[src/rtl/tracker_audio_pkg.sv]
`default_nettype none
// ============================================================================
//  Module      : tracker_audio_pkg
//  Description : Shared definitions for the tracker audio path. Holds default
//                channel and sample geometry, the mixer state encoding and
//                the 22-bit to 16-bit saturating clamp. Later effect stages
//                reuse the clamp.
//  Revision    : 1.0 - initial release
// ============================================================================
package tracker_audio_pkg;

    // Default geometry of the mixer
    localparam int DEF_NUM_CH   = 4;
    localparam int DEF_SAMPLE_W = 16;
    localparam int DEF_VOL_W    = 4;

    // The accumulator holds at most 4 * 32768 * 15 = 1,966,080 in magnitude,
    // so 22 signed bits never wrap
    localparam int ACC_W     = 22;

    // Attenuation applied to the accumulated sum before clamping (divide by 16)
    localparam int OUT_SHIFT = 4;

    typedef enum logic [1:0] {
        IDLE  = 2'd0,
        ACCUM = 2'd1,
        EMIT  = 2'd2
    } mix_state_t;

    // Clamp a 22-bit signed value into the signed 16-bit range
    function automatic logic signed [15:0] sat16(input logic signed [21:0] x);
        if (x > 22'sd32767) begin
            return 16'sh7fff;
        end else if (x < -22'sd32768) begin
            return 16'sh8000;
        end else begin
            return x[15:0];
        end
    endfunction

endpackage
`default_nettype wire

[src/rtl/channel_mixer.sv]
`default_nettype none
// ============================================================================
//  Module      : channel_mixer
//  Description : Time-multiplexed mixer. On each sample strobe it snapshots
//                one signed sample per channel. It then scales each sample by
//                its volume (zero when muted), one channel per cycle, and
//                attenuates the sum by 16. The result is clamped to the
//                signed 16-bit range and presented with a one-cycle valid
//                pulse. Sticky clip/overrun flags report saturation and
//                strobes that arrive while a mix is running.
//  Revision    : 1.0 - initial release
//
//  Ports
//    clk            in   system clock
//    rst_active_low in   asynchronous active-low reset
//    sample_tick    in   one-cycle sample strobe (synchronous to clk)
//    ch_sample      in   NUM_CH x SAMPLE_W signed samples, ch0 in LSBs
//    ch_volume      in   NUM_CH x VOL_W unsigned volumes, ch0 in LSBs
//    ch_mute        in   per-channel mute, 1 = silent
//    clear_flags    in   synchronous clear of clip/overrun (set wins)
//    pcm_out        out  mixed signed sample, held between updates
//    pcm_valid      out  one-cycle pulse when pcm_out updates
//    busy           out  high while a mix is in progress
//    clip           out  sticky: an output was saturated
//    overrun        out  sticky: a strobe arrived while busy
// ============================================================================
module channel_mixer
    import tracker_audio_pkg::*;
#(
    parameter int NUM_CH   = DEF_NUM_CH,
    parameter int SAMPLE_W = DEF_SAMPLE_W,
    parameter int VOL_W    = DEF_VOL_W
) (
    input  logic                         clk,
    input  logic                         rst_active_low,
    input  logic                         sample_tick,
    input  logic [NUM_CH*SAMPLE_W-1:0]   ch_sample,
    input  logic [NUM_CH*VOL_W-1:0]      ch_volume,
    input  logic [NUM_CH-1:0]            ch_mute,
    input  logic                         clear_flags,
    output logic [SAMPLE_W-1:0]          pcm_out,
    output logic                         pcm_valid,
    output logic                         busy,
    output logic                         clip,
    output logic                         overrun
);

    localparam int IDX_W  = (NUM_CH > 1) ? $clog2(NUM_CH) : 1;
    // Signed sample times zero-extended (VOL_W+1)-bit volume
    localparam int PROD_W = SAMPLE_W + VOL_W + 1;
    localparam logic [IDX_W-1:0] LAST_IDX = IDX_W'(NUM_CH - 1);

    // ------------------------------------------------------------------
    // State and snapshot registers
    // ------------------------------------------------------------------
    mix_state_t                          r_state;
    mix_state_t                          w_state_nxt;
    logic [IDX_W-1:0]                    r_idx;
    logic signed [ACC_W-1:0]             r_acc;
    logic [NUM_CH-1:0][SAMPLE_W-1:0]     r_samp;
    logic [NUM_CH-1:0][VOL_W-1:0]        r_vol;
    logic [NUM_CH-1:0]                   r_mute;
    logic [SAMPLE_W-1:0]                 r_pcm;
    logic                                r_valid;
    logic                                r_clip;
    logic                                r_overrun;

    // ------------------------------------------------------------------
    // Datapath: current channel product and output clamp
    // ------------------------------------------------------------------
    logic [SAMPLE_W-1:0]                 w_cur_samp;
    logic [VOL_W-1:0]                    w_cur_vol;
    logic signed [PROD_W-1:0]            w_samp_ext;
    logic signed [PROD_W-1:0]            w_vol_ext;
    logic signed [PROD_W-1:0]            w_prod;
    logic signed [ACC_W-1:0]             w_prod_ext;
    logic signed [ACC_W-1:0]             w_scaled;
    logic signed [15:0]                  w_sat;
    logic                                w_clipped;
    logic                                w_busy;

    assign w_cur_samp = r_samp[r_idx];
    assign w_cur_vol  = r_mute[r_idx] ? '0 : r_vol[r_idx];

    // Both operands widened to the product width so the multiply is a
    // plain signed multiply; the volume is zero-extended (always positive)
    assign w_samp_ext = {{(VOL_W + 1){w_cur_samp[SAMPLE_W-1]}}, w_cur_samp};
    assign w_vol_ext  = {{SAMPLE_W{1'b0}}, 1'b0, w_cur_vol};
    assign w_prod     = w_samp_ext * w_vol_ext;
    assign w_prod_ext = {{(ACC_W - PROD_W){w_prod[PROD_W-1]}}, w_prod};

    // Arithmetic shift floors toward negative infinity
    assign w_scaled  = r_acc >>> OUT_SHIFT;
    assign w_sat     = sat16(w_scaled);
    assign w_clipped = (w_scaled != {{(ACC_W - 16){w_sat[15]}}, w_sat});

    assign w_busy = (r_state != IDLE);

    // ------------------------------------------------------------------
    // Next-state logic
    // ------------------------------------------------------------------
    always_comb begin
        w_state_nxt = r_state;
        unique case (r_state)
            IDLE:    if (sample_tick)        w_state_nxt = ACCUM;
            ACCUM:   if (r_idx == LAST_IDX)  w_state_nxt = EMIT;
            EMIT:                            w_state_nxt = IDLE;
            default:                         w_state_nxt = IDLE;
        endcase
    end

    // ------------------------------------------------------------------
    // State register, datapath and flags
    // ------------------------------------------------------------------
    always_ff @(posedge clk or negedge rst_active_low) begin
        if (!rst_active_low) begin
            r_state   <= IDLE;
            r_idx     <= '0;
            r_acc     <= '0;
            r_samp    <= '0;
            r_vol     <= '0;
            r_mute    <= '0;
            r_pcm     <= '0;
            r_valid   <= 1'b0;
            r_clip    <= 1'b0;
            r_overrun <= 1'b0;
        end else begin
            r_state <= w_state_nxt;
            r_valid <= 1'b0;

            unique case (r_state)
                IDLE: begin
                    // Snapshot so inputs may change freely during the mix
                    if (sample_tick) begin
                        r_samp <= ch_sample;
                        r_vol  <= ch_volume;
                        r_mute <= ch_mute;
                        r_acc  <= '0;
                        r_idx  <= '0;
                    end
                end
                ACCUM: begin
                    r_acc <= r_acc + w_prod_ext;
                    if (r_idx != LAST_IDX) begin
                        r_idx <= r_idx + IDX_W'(1);
                    end
                end
                EMIT: begin
                    r_pcm   <= SAMPLE_W'(w_sat);
                    r_valid <= 1'b1;
                end
                default: ;
            endcase

            // Sticky flags: a set event in the same cycle beats a clear
            if ((r_state == EMIT) && w_clipped) begin
                r_clip <= 1'b1;
            end else if (clear_flags) begin
                r_clip <= 1'b0;
            end

            if (sample_tick && w_busy) begin
                r_overrun <= 1'b1;
            end else if (clear_flags) begin
                r_overrun <= 1'b0;
            end
        end
    end

    assign pcm_out   = r_pcm;
    assign pcm_valid = r_valid;
    assign busy      = w_busy;
    assign clip      = r_clip;
    assign overrun   = r_overrun;

endmodule
`default_nettype wire
[config.mk]
export PLATFORM = sky130hd
export DESIGN_NAME = channel_mixer
export DESIGN_NICKNAME = d
export VERILOG_FILES = /design/src/rtl/tracker_audio_pkg.sv /design/src/rtl/channel_mixer.sv
export SDC_FILE = /design/constraint.sdc
export NUM_CORES = 1
export LEC_CHECK = 0
export BUFFER_PORTS_ARGS = -buffer_cell sky130_fd_sc_hd__buf_4
export CAP_MARGIN = 40
export CORE_UTILIZATION = 63
export CTS_BUF_LIST = sky130_fd_sc_hd__clkbuf_16
export DETAILED_ROUTE_END_ITERATION = 10
export GPL_TIMING_DRIVEN = 0
export PLACE_DENSITY = 0.86
export SLEW_MARGIN = 20
export SYNTH_ARGS = -nofsm -noshare
export SYNTH_HDL_FRONTEND = slang
export SYNTH_SLANG_ARGS = --single-unit
[constraint.sdc]
create_clock -name clk -period 15.4 [get_ports clk]
set_input_delay 0.77 -clock clk [delete_from_list [all_inputs] [get_ports clk]]
set_output_delay 0.77 -clock clk [all_outputs]
set_load 0.02 [all_outputs]
==> results of run 1 <==
-- state kept, by name, summed over array words and instances, names as in the netlist --
register and count:
r_idx 2, clip 1, r_samp 64, r_vol 16
r_acc 22, r_mute 4, r_state 2, pcm_out 16
pcm_valid 1, overrun 1
-- cells in the mapped netlist, drive strengths merged (6+ instances only) --
| cell type | count |
|---|---|
| clkbuf | 30 |
| dfrtp | 129 |
| a21oi | 18 |
| inv | 111 |
| nand2 | 317 |
| ha | 45 |
| xor2 | 9 |
| nand3 | 20 |
| nor2b | 6 |
| xnor2 | 10 |
| o21a | 7 |
| mux4 | 21 |
| fa | 54 |
| nor2 | 40 |
| nand2b | 7 |
| o21ai | 54 |
| and2 | 60 |
| buf | 15 |
-- path summary, 6_finish.rpt --
check | cells after the start | to | slack, ns | from
worst max register to register | 17 | r_acc[16]$_DFFE_PN0P_ | 9.67 | r_idx[0]$_DFFE_PN0P_
worst max-delay path | 17 | r_acc[16]$_DFFE_PN0P_ | 9.67 | r_idx[0]$_DFFE_PN0P_
worst min register to register | 2 | r_mute[1]$_DFFE_PN0P_ | 0.47 | r_mute[1]$_DFFE_PN0P_
max in group asynchronous | 2 | r_samp[55]$_DFFE_PN0P_ | 14.38 | rst_active_low
min in group clk | 2 | r_mute[1]$_DFFE_PN0P_ | 0.47 | r_mute[1]$_DFFE_PN0P_
worst min-delay path | 1 | r_acc[2]$_DFFE_PN0P_ | 0.27 | rst_active_low
-- layer usage --
metal  GRT usage (%)  share of wire, %  vias up
li1                -                 -     3391
met1            40.6                40     3479
met2            55.7                50      312
met3            5.47               7.9       39
met4            13.4               2.1        0
met5               0                 0        -
-- layout by cell type, fill, tap and decap left out, types with 4 or more instances in the layout --
cell type                    netlist  routed
sky130_fd_sc_hd__nor2b_1           5       5
sky130_fd_sc_hd__fa_1             54      54
sky130_fd_sc_hd__nor2_1           40      40
sky130_fd_sc_hd__clkinvlp_4        0       4
sky130_fd_sc_hd__a21oi_1          16      16
sky130_fd_sc_hd__clkbuf_1         29      29
sky130_fd_sc_hd__o21ai_0          49      49
sky130_fd_sc_hd__xor2_1            9       9
sky130_fd_sc_hd__o21ai_1           5       5
sky130_fd_sc_hd__nand2_1         317     317
sky130_fd_sc_hd__ha_1             45      45
sky130_fd_sc_hd__buf_1             8       8
sky130_fd_sc_hd__nand3_1          19      19
sky130_fd_sc_hd__mux4_2           21      21
sky130_fd_sc_hd__and2_1           60      60
sky130_fd_sc_hd__xnor2_1          10      10
sky130_fd_sc_hd__inv_1           111     111
sky130_fd_sc_hd__buf_2             5       5
sky130_fd_sc_hd__clkbuf_16         0      17
sky130_fd_sc_hd__nand2b_1          7       7
sky130_fd_sc_hd__o21a_1            7       7
sky130_fd_sc_hd__buf_4             2     108
sky130_fd_sc_hd__dfrtp_1         129     129
-- stage by stage --
step / area, um^2 / utilization (%) / cells / setup WS (ns) / hold WS, ns
finish: 10400 / 77.5 / 1308 / 9.67 / 0.272
global route: 10400 / 77.5 / 1308 / 9.41 / 0.307
CTS: 10400 / 77.5 / 1308 / 9.68 / 0.292
detailed placement: 9840 / 73.4 / 1277 / 9.75 / 0.460
global placement: 9800 / 73.2 / 1276 / 9.79 / 0.452
floorplan: 8780 / - / 993 / 10.55 / 0.440
-- layout make-up --
class	instances	area, um^2	area share, %
Multi-Input combinational cell	708	4950	47.7
Sequential cell	129	3230	31.1
Timing Repair Buffer	108	835	8.04
Clock buffer	17	425	4.10
Inverter	111	417	4.01
Tap cell	176	220	2.12
Buffer	45	184	1.77
Clock inverter	14	118	1.13
-- cells by family (layout without fill, tap and decap cells) --
kind of cell | Yosys count | after routing | synth area share, %
AND/OR/NAND/NOR | 459 | 459 | 22.5
buffers and inverters | 156 | 295 | 6.84
flip-flops | 129 | 129 | 36.8
AO/OA/AOI/OAI | 107 | 107 | 7.50
adder cells (fa/ha/maj) | 99 | 99 | 18.7
multiplexers | 24 | 24 | 5.76
XOR/XNOR | 19 | 19 | 1.90
==> flow_summary.toml, run 1 <==
[cts]
cts_hold_repair.buffers = 0
post_cts_buffers = 0
cts_max_path_buffers = 2
cts-buffers-inserted = 17
post_cts.resized_instances = 0
cts-htree-levels = 4
clk-insertion-delay-late_ns = 0.42
clock_sinks = 129
clock_tree_from_tritoncts = "yes"
root_buffer = "sky130_fd_sc_hd__clkbuf_16"
worst_setup_hold_path_clk_slew_ns = 0.06

[logic_synthesis]
synth-seq-area-share_pct = 36.8
number_of_enable_flip_flop_cells_after_synthesis = 0
synth-warning-count = 0
synthesis.instances = 993
synthesis.area_per_instance_um2 = 8.84
synthDominantCellAreaShare_pct = 36.8
synthFlopType = "sky130_fd_sc_hd__dfrtp_1"
mappedNetlistArea_um2 = 8780
post_synth_main_area_contributors = "sky130_fd_sc_hd__dfrtp_1 37%, sky130_fd_sc_hd__nand2_1 14%, sky130_fd_sc_hd__fa_1 12%, sky130_fd_sc_hd__ha_1 6.4%, sky130_fd_sc_hd__mux4_2 5.4%"
nets_in_the_synthesized_netlist = 1180
netlist-cell-type-count = 52
yosys_register_bits = 129
synthDominantAreaCellType = "sky130_fd_sc_hd__dfrtp_1"
postSynth.asyncResetShare_pct = 100

[outcome]
outcome = "finished, final reports clean"

[finish]
layout.nets = 1307
final_layout_size_suffix_gt1_share_pct = 15.7
area_growth_pct = 18.2
num-fill-cells = 929
n_antenna_cell = 0

[setup_path]
cpPeakStageDelay_ns = 0.61
setup.worst_path.start_class = "flop"
timing_worst_setup_path_type = "reg -> reg"
cp_data_arrival_time_ns = 6.02
critPathCaptureType = "flop"
cp_max_fo = 10
worst_path_most_repeated_cell = "sky130_fd_sc_hd__fa_1"
worst_path_max_delay_cell = "sky130_fd_sc_hd__mux4_2"
delay_heaviest_family_cp = "adder cells"
worstPathRequired_ns = 15.69
crit_chain = "mux4_2 > nor2b_1 > clkbuf_1 > and2_1 > fa_1 > fa_1 > inv_1 > fa_1 > inv_1 > ha_1 > a21oi_1 > nor2_1 > o21ai_1 > nand3b_1 > a21oi_1 > xor2_1 > o21ai_1"
cp_num_buf_inv = 3

[sta]
finalSetupViolCount = 0
timing.final.crit_period_ns = 5.73
timing.final.hold_violations = 0
finalCritPeriodShare_pct = 37.2
max_freq_mhz = 174
slew_headroom_pct = 57.6
clock_skew_ns = 0.00865
report.final.slew_viol_count = 0
fin_tns_setup_ns = 0
grt_setup_unrepaired = "false"
timing_worst_slew_pin_value_ns = 0.636

[global_route]
gr-usage-all-layers_pct = 32.4
grt_first_pass_wirelength_um = 35700
first_global_vias = 7464
grt_antenna_before_repair = 0
grt_max_degree = 84
global_route_total_overflow = 0

[detailed_routing]
drt-wirelength-per-cell_um = 16.3
drt_wl_total_um = 21400
drt-vias-per-instance = 5.52
drt_iter0_markers = 558
iteration_count_of_the_initial_detailed_routing_pass = 6
detail-route-antenna-nets = 0
drc_errors = 0
route.vias.total = 7221

[die]
fp-row-count = 42
design.die.area_um2 = 14400
ioPinCount = 108
floorplan.initialDensity_pct = 65.5
die-height_um = 120
area_of_the_core_region_um2 = 13400
die-width_um = 120

[placed_design]
buffer_ports.inserted = 107
routabilityCongestion = 0.876
post-dp-hpwl_um = 16100

[hold_path]
worst_hold_path_type = "in -> async"

[run]
drv.max_cap_violation_count = 0
Power of run 1 is left out: the tool's default activity adds up to more than one toggle a clock period on the data nets, which glitch-free logic cannot reach.
==> run 2, diff against run 1 <==
--- a/config.mk
+++ b/config.mk
@@ -5,13 +5,14 @@
 export SDC_FILE = /design/constraint.sdc
 export NUM_CORES = 1
 export LEC_CHECK = 0
+export ABC_AREA = 1
 export BUFFER_PORTS_ARGS = -buffer_cell sky130_fd_sc_hd__buf_4
 export CAP_MARGIN = 40
-export CORE_UTILIZATION = 63
+export CORE_UTILIZATION = 54
 export CTS_BUF_LIST = sky130_fd_sc_hd__clkbuf_16
 export DETAILED_ROUTE_END_ITERATION = 10
 export GPL_TIMING_DRIVEN = 0
-export PLACE_DENSITY = 0.86
+export PLACE_DENSITY = 0.78
 export SLEW_MARGIN = 20
 export SYNTH_ARGS = -nofsm -noshare
 export SYNTH_HDL_FRONTEND = slang
==> constraint.sdc (replaced) <==
create_clock -name clk -period 5.08 [get_ports clk]
set_input_delay 0.254 -clock clk [delete_from_list [all_inputs] [get_ports clk]]
set_output_delay 0.254 -clock clk [all_outputs]
set_load 0.02 [all_outputs]
==> run 2 against run 1 <==
Effect of this change:
- die area grew 17%
- critical path depth grew 7
- clock skew shrank 0.0012 ns
- first-iteration DRC count grew 37%
- synthesized area grew 0.60%
- setup slack lost 9.4 ns
- routed wire length grew 12%
- hold slack lost 0.25 ns
- non-clock buffer count is the same
- critical path type unchanged
==> flow_summary.toml, run 2 <==
[outcome]
outcome = "finished, final reports clean"

[die]
die-width_um = 130
area_of_the_core_region_um2 = 15900
floorplan.initialDensity_pct = 55.4
die-height_um = 130
design.die.area_um2 = 16900
fp-row-count = 46
ioPinCount = 108

[sta]
finalSetupViolCount = 0
timing.final.hold_violations = 0
max_freq_mhz = 206
slew_headroom_pct = 59.7
timing_worst_slew_pin_value_ns = 0.605
report.final.slew_viol_count = 0
fin_tns_setup_ns = 0
timing.final.crit_period_ns = 4.85
finalCritPeriodShare_pct = 95.5
fin_worst_hold_slack_ns = 0.0230
clock_skew_ns = 0.00749

[setup_path]
setup.worst_path.start_class = "flop"
cpPeakStageDelay_ns = 0.55
worst_path_max_delay_cell = "sky130_fd_sc_hd__fa_1"
timing_worst_setup_path_type = "reg -> reg"
critPathCaptureType = "flop"
cp_data_arrival_time_ns = 5.17
cp_max_fo = 10
worstPathRequired_ns = 5.40
worst_path_most_repeated_cell = "sky130_fd_sc_hd__inv_1"
crit_chain = "inv_1 > clkbuf_4 > buf_6 > o21ai_0 > o22ai_2 > inv_1 > nor2_4 > clkinvlp_4 > fa_1 > inv_1 > fa_1 > inv_1 > fa_1 > inv_1 > ha_2 > nand2_1 > inv_1 > nand2_1 > nor2_1 > nand3_1 > nand3_1 > nand2_1 > nand3_1 > nand2_1"

[global_route]
grt_antenna_before_repair = 0
grt_max_degree = 81
first_global_vias = 7779
gr-usage-all-layers_pct = 30.7
grt_first_pass_wirelength_um = 39100
global_route_total_overflow = 0

[finish]
layout.nets = 1484
final_layout_size_suffix_gt1_share_pct = 15.3
largest_register = "r_samp"
most-common-layout-cells = "461 x sky130_fd_sc_hd__nand2_1, 158 x sky130_fd_sc_hd__inv_1, 127 x sky130_fd_sc_hd__dfrtp_1"
layout_top_registers = "r_samp (64), r_acc (22)"
n_antenna_cell = 0
layout_commonest_cell = "sky130_fd_sc_hd__nand2_1"
num-fill-cells = 1323
final-seq-area_um2 = 3230
final_cell_count_no_fill = 1526
largest_register_ffs = 64
stdcell_area_um2 = 10600
area_growth_pct = 20.0
multiInputGateArea_um2 = 4790

[detailed_routing]
drt_iter0_markers = 764
drt-wirelength-per-cell_um = 15.8
drt_wl_total_um = 24100
detail-route-antenna-nets = 0
iteration_count_of_the_initial_detailed_routing_pass = 5
route.vias.total = 8081
drc_errors = 0
drt-vias-per-instance = 5.30

[logic_synthesis]
mappedNetlistArea_um2 = 8830
post_synth_main_area_contributors = "sky130_fd_sc_hd__dfrtp_1 37%, sky130_fd_sc_hd__nand2_1 20%, sky130_fd_sc_hd__fa_1 12%, sky130_fd_sc_hd__inv_1 6.8%, sky130_fd_sc_hd__ha_1 6.4%"
synth-warning-count = 0
number_of_enable_flip_flop_cells_after_synthesis = 0
yosys.cell_count.top_type = "sky130_fd_sc_hd__nand2_1"
synthFlopType = "sky130_fd_sc_hd__dfrtp_1"
synth-seq-area-share_pct = 36.5
synthDominantAreaCellType = "sky130_fd_sc_hd__dfrtp_1"
synthesis.instances = 1166
yosys_register_bits = 129
postSynth.asyncResetShare_pct = 100
synthDominantCellAreaShare_pct = 36.5
synthesis.area_per_instance_um2 = 7.58
netlist-cell-type-count = 35
synth_common_cells = "461 x sky130_fd_sc_hd__nand2_1, 159 x sky130_fd_sc_hd__inv_1, 129 x sky130_fd_sc_hd__dfrtp_1"
nets_in_the_synthesized_netlist = 1353

[cts]
clk-insertion-delay-late_ns = 0.43
cts-htree-levels = 4
root_buffer = "sky130_fd_sc_hd__clkbuf_16"
clock_tree_from_tritoncts = "yes"
worst_setup_hold_path_clk_slew_ns = 0.06
cts_max_path_buffers = 2
cts-buffers-inserted = 17
clock_sinks = 129

[placed_design]
routabilityCongestion = 0.898
post-dp-hpwl_um = 18200
placed_cell_area_um2 = 9940
dpl_cells = 1490
buffer_ports.inserted = 107

[hold_path]
worst_hold_path_type = "in -> reg"

[run]
drv.max_cap_violation_count = 0
run 2: worst max-delay path: cells and delay by family (launching register included):
kind / cells / cell delay (ns)
buffers and inverters: 9 / 1.08
adders and majority gates: 4 / 1.91
AOI/OAI and AO/OA: 2 / 0.31
and+or+nand+nor: 9 / 0.95
DFF: 1 / 0.47
run 2: kinds of logic (layout without fill, tap and decap cells):
family	Yosys count	count (layout)	synth area share, %
AO/OA/AOI/OAI	106	106	7.29
AND/OR/NAND/NOR	627	627	27.9
XOR/XNOR	2	2	0.198
adder cells (fa/ha/maj)	99	99	18.6
buffers and inverters	203	347	9.48
flip-flops	129	129	36.5
run 2: timing repair:
item	CTS	global route
pin swaps	0	1
gates resized for setup	1	12
endpoints found under the setup margin	3	8
hold buffers	1	0
buffers inserted	0	3
endpoints found under the hold margin	49	0
run 2: layout make-up:
class,instances,area share [%]
Buffer,41,2.21
Clock buffer,17,4.01
Clock inverter,15,1.52
Inverter,162,5.77
Multi-Input combinational cell,834,45.2
Sequential cell,129,30.5
Tap cell,216,2.55
Timing Repair Buffer,112,8.22
run 2: metrics by stage:
| stage | util (%) | worst slack, ns |
|---|---|---|
| CTS | 66.1 | 0.0257 |
| global route | 66.5 | -0.0895 |
| floorplan | - | 0.937 |
| finish | 66.5 | 0.227 |
| global placement | 62.1 | 0.0901 |
| detailed placement | 62.4 | -0.00244 |
run 2: per-layer routing:
layer / GRT usage [%] / vias to the layer above / routed length, um
li1: - / 3828 / -
met5: 0 / - / 0
met2: 48.4 / 314 / 11100
met4: 11.9 / 0 / 624
met3: 5.54 / 48 / 1740
met1: 42.3 / 3891 / 10600
run 2: final timing paths:
kind                                 startpoint  slack [ns]                     end  cells after the start
setup / recovery           r_idx[1]$_DFFE_PN0P_        0.23   r_acc[19]$_DFFE_PN0P_                     24
max in group asynchronous        rst_active_low        4.02    r_idx[0]$_DFFE_PN0P_                      3
setup reg to reg           r_idx[1]$_DFFE_PN0P_        0.23   r_acc[19]$_DFFE_PN0P_                     24
hold reg to reg            r_vol[6]$_DFFE_PN0P_        0.46    r_vol[6]$_DFFE_PN0P_                      2
hold / removal                     ch_volume[4]        0.02    r_vol[4]$_DFFE_PN0P_                      3
min in group asynchronous        rst_active_low        0.32  r_samp[21]$_DFFE_PN0P_                      2
Power of run 2 is left out for the same reason.
==> run 3, diff against run 2 <==
--- a/config.mk
+++ b/config.mk
@@ -6,11 +6,11 @@
 export NUM_CORES = 1
 export LEC_CHECK = 0
 export ABC_AREA = 1
-export BUFFER_PORTS_ARGS = -buffer_cell sky130_fd_sc_hd__buf_4
 export CAP_MARGIN = 40
-export CORE_UTILIZATION = 54
+export CORE_UTILIZATION = 59
 export CTS_BUF_LIST = sky130_fd_sc_hd__clkbuf_16
 export DETAILED_ROUTE_END_ITERATION = 10
+export DONT_BUFFER_PORTS = 1
 export GPL_TIMING_DRIVEN = 0
 export PLACE_DENSITY = 0.78
 export SLEW_MARGIN = 20
==> run 3 against run 2 <==
Effect of this change:
- cell area fell by 0.79%
- critical endpoint is now r_acc[12]$_DFFE_PN0P_
- hold slack improved by 0.0039 ns
- non-clock buffer count fell by 26
- critical path depth fell by 3
- critical path type unchanged
- largest cell class unchanged
- via count rose by 2.5%
- routed wire length rose by 3.4%
==> flow_summary.toml, run 3 (synthesis results as in run 2) <==
[outcome]
outcome = "finished, final reports clean"

[finish]
most-common-layout-cells = "461 x sky130_fd_sc_hd__nand2_1, 158 x sky130_fd_sc_hd__inv_1, 129 x sky130_fd_sc_hd__dfrtp_1"
layout_top_registers = "r_samp (64), r_acc (22)"
layout_commonest_cell = "sky130_fd_sc_hd__nand2_1"
stdcell_area_um2 = 10500
n_antenna_cell = 0
largest_register_ffs = 64
area_growth_pct = 19.0
final_layout_size_suffix_gt1_share_pct = 6.63
layout.nets = 1458
largest_register = "r_samp"

[sta]
grt_setup_unrepaired = "false"
max_freq_mhz = 207
slew_headroom_pct = 58.4
fin_tns_setup_ns = 0
timing_worst_slew_pin_value_ns = 0.624
timing.final.crit_period_ns = 4.83
clock_skew_ns = 0.0125
finalCritPeriodShare_pct = 95.1
report.final.slew_viol_count = 0
finalSetupViolCount = 0
fin_ws_ns = 0.249
timing.final.hold_violations = 0
fin_worst_hold_slack_ns = 0.0269

[placed_design]
placement.setup.worst_slack_ns = 0.109
placed_cell_area_um2 = 9060
routabilityCongestion = 0.880
post-dp-hpwl_um = 16900
buffer_ports.inserted = 0

[cts]
worst_setup_hold_path_clk_slew_ns = 0.06
cts_max_path_buffers = 2
root_buffer = "sky130_fd_sc_hd__clkbuf_16"
clk-insertion-delay-late_ns = 0.43
post_cts_buffers = 0
clock_tree_from_tritoncts = "yes"
cts-htree-levels = 4
cts-buffers-inserted = 17
clock_sinks = 129

[setup_path]
worst_path_most_repeated_cell = "sky130_fd_sc_hd__nand2_1"
cp_num_buf_inv = 6
cp_data_arrival_time_ns = 5.14
worst_path_max_delay_cell = "sky130_fd_sc_hd__fa_1"
cp_max_fo = 10
setup.worst_path.start_class = "flop"
cp.depth = 21
timing_worst_setup_path_type = "reg -> reg"
delay_heaviest_family_cp = "adder cells"
crit_chain = "inv_2 > buf_4 > buf_2 > nand2_1 > a32o_1 > nor2_1 > fa_1 > fa_1 > inv_1 > fa_1 > inv_1 > ha_1 > nand2_1 > inv_1 > nand2_1 > nand2_1 > nand2_1 > nand3_1 > or2_2 > nand3_1 > nand2_1"
worstPathRequired_ns = 5.38
critPathCaptureType = "flop"
r2r.worst_path.cells = 21
cpPeakStageDelay_ns = 0.54

[die]
area_of_the_core_region_um2 = 14600
design.die.area_um2 = 15500
die-width_um = 124
die-height_um = 124
fp-row-count = 44
floorplan.initialDensity_pct = 60.5
ioPinCount = 108

[global_route]
gr-usage-all-layers_pct = 33.3
grt_first_pass_wirelength_um = 40400
global_route_total_overflow = 0
grt_antenna_before_repair = 0
first_global_vias = 8214
grt_max_degree = 130

[detailed_routing]
iteration_count_of_the_initial_detailed_routing_pass = 5
dr_wl_met3_um = 2160
route.vias.total = 8279
drt-wirelength-per-cell_um = 16.9
drc_errors = 0
drt-vias-per-instance = 5.64
wl_met2_um = 11400
drt_wl_total_um = 24900
top_routing_layer_in_use = "met4"
detail-route-antenna-nets = 0
routed_length_on_met1_um = 10200
drt_iter0_markers = 821

[hold_path]
worst_hold_path_type = "in -> reg"
whs_path_depth = 2

[run]
drv.max_cap_violation_count = 0
## run 3: final timing paths
path / from / slack [ns] / end
setup / recovery: r_idx[0]$_DFFE_PN0P_ / 0.25 / r_acc[12]$_DFFE_PN0P_
hold / removal: ch_sample[35] / 0.03 / r_samp[35]$_DFFE_PN0P_
setup reg to reg: r_idx[0]$_DFFE_PN0P_ / 0.25 / r_acc[12]$_DFFE_PN0P_
hold reg to reg: r_samp[17]$_DFFE_PN0P_ / 0.47 / r_samp[17]$_DFFE_PN0P_
max in group asynchronous: rst_active_low / 4.12 / r_acc[4]$_DFFE_PN0P_
min in group asynchronous: rst_active_low / 0.51 / r_samp[56]$_DFFE_PN0P_
## run 3: per-stage QoR
| step | instances | utilization (%) |
|---|---|---|
| 2_1_floorplan | 1166 | - |
| 3_3_place_gp | 1350 | 62.1 |
| 3_5_place_dp | 1350 | 62.1 |
| 4_1_cts | 1467 | 71.9 |
| 5_1_grt | 1467 | 72.1 |
| 6_report | 1467 | 72.1 |
## run 3: layer usage
metal	vias up	global-route usage [%]
met3	102	6.44
met5	-	0
met2	463	52.7
met4	0	15.7
li1	3783	-
met1	3931	44.4
## run 3: worst reg2reg max path: stages, from the launching register on
cell and delay, ns:
sky130_fd_sc_hd__dfrtp_1 0.48, sky130_fd_sc_hd__inv_2 0.18, sky130_fd_sc_hd__buf_4 0.21, sky130_fd_sc_hd__buf_2 0.25, sky130_fd_sc_hd__nand2_1 0.12, sky130_fd_sc_hd__a32o_1 0.31
sky130_fd_sc_hd__nor2_1 0.19, sky130_fd_sc_hd__fa_1 0.47, sky130_fd_sc_hd__fa_1 0.50, sky130_fd_sc_hd__inv_1 0.06, sky130_fd_sc_hd__fa_1 0.54, sky130_fd_sc_hd__inv_1 0.04
sky130_fd_sc_hd__ha_1 0.34, sky130_fd_sc_hd__nand2_1 0.12, sky130_fd_sc_hd__inv_1 0.05, sky130_fd_sc_hd__nand2_1 0.09, sky130_fd_sc_hd__nand2_1 0.05, sky130_fd_sc_hd__nand2_1 0.05
sky130_fd_sc_hd__nand3_1 0.16, sky130_fd_sc_hd__or2_2 0.33, sky130_fd_sc_hd__nand3_1 0.11, sky130_fd_sc_hd__nand2_1 0.06
## run 3: what timing repair did
action                                  CTS  global route
hold endpoints to repair                214             0
endpoints found under the setup margin    1             7
pin swaps                                 0             0
gates resized for setup                   1             7
hold buffers                             86             0
## run 3: area by class of cell
type	count	area, um^2
Tap cell	184	230
Buffer	41	229
Fill cell	1048	4080
Multi-Input combinational cell	834	4790
Inverter	162	608
Sequential cell	129	3230
Clock buffer	17	425
Clock inverter	14	120
Timing Repair Buffer	86	878
Power of run 3 is left out for the same reason.
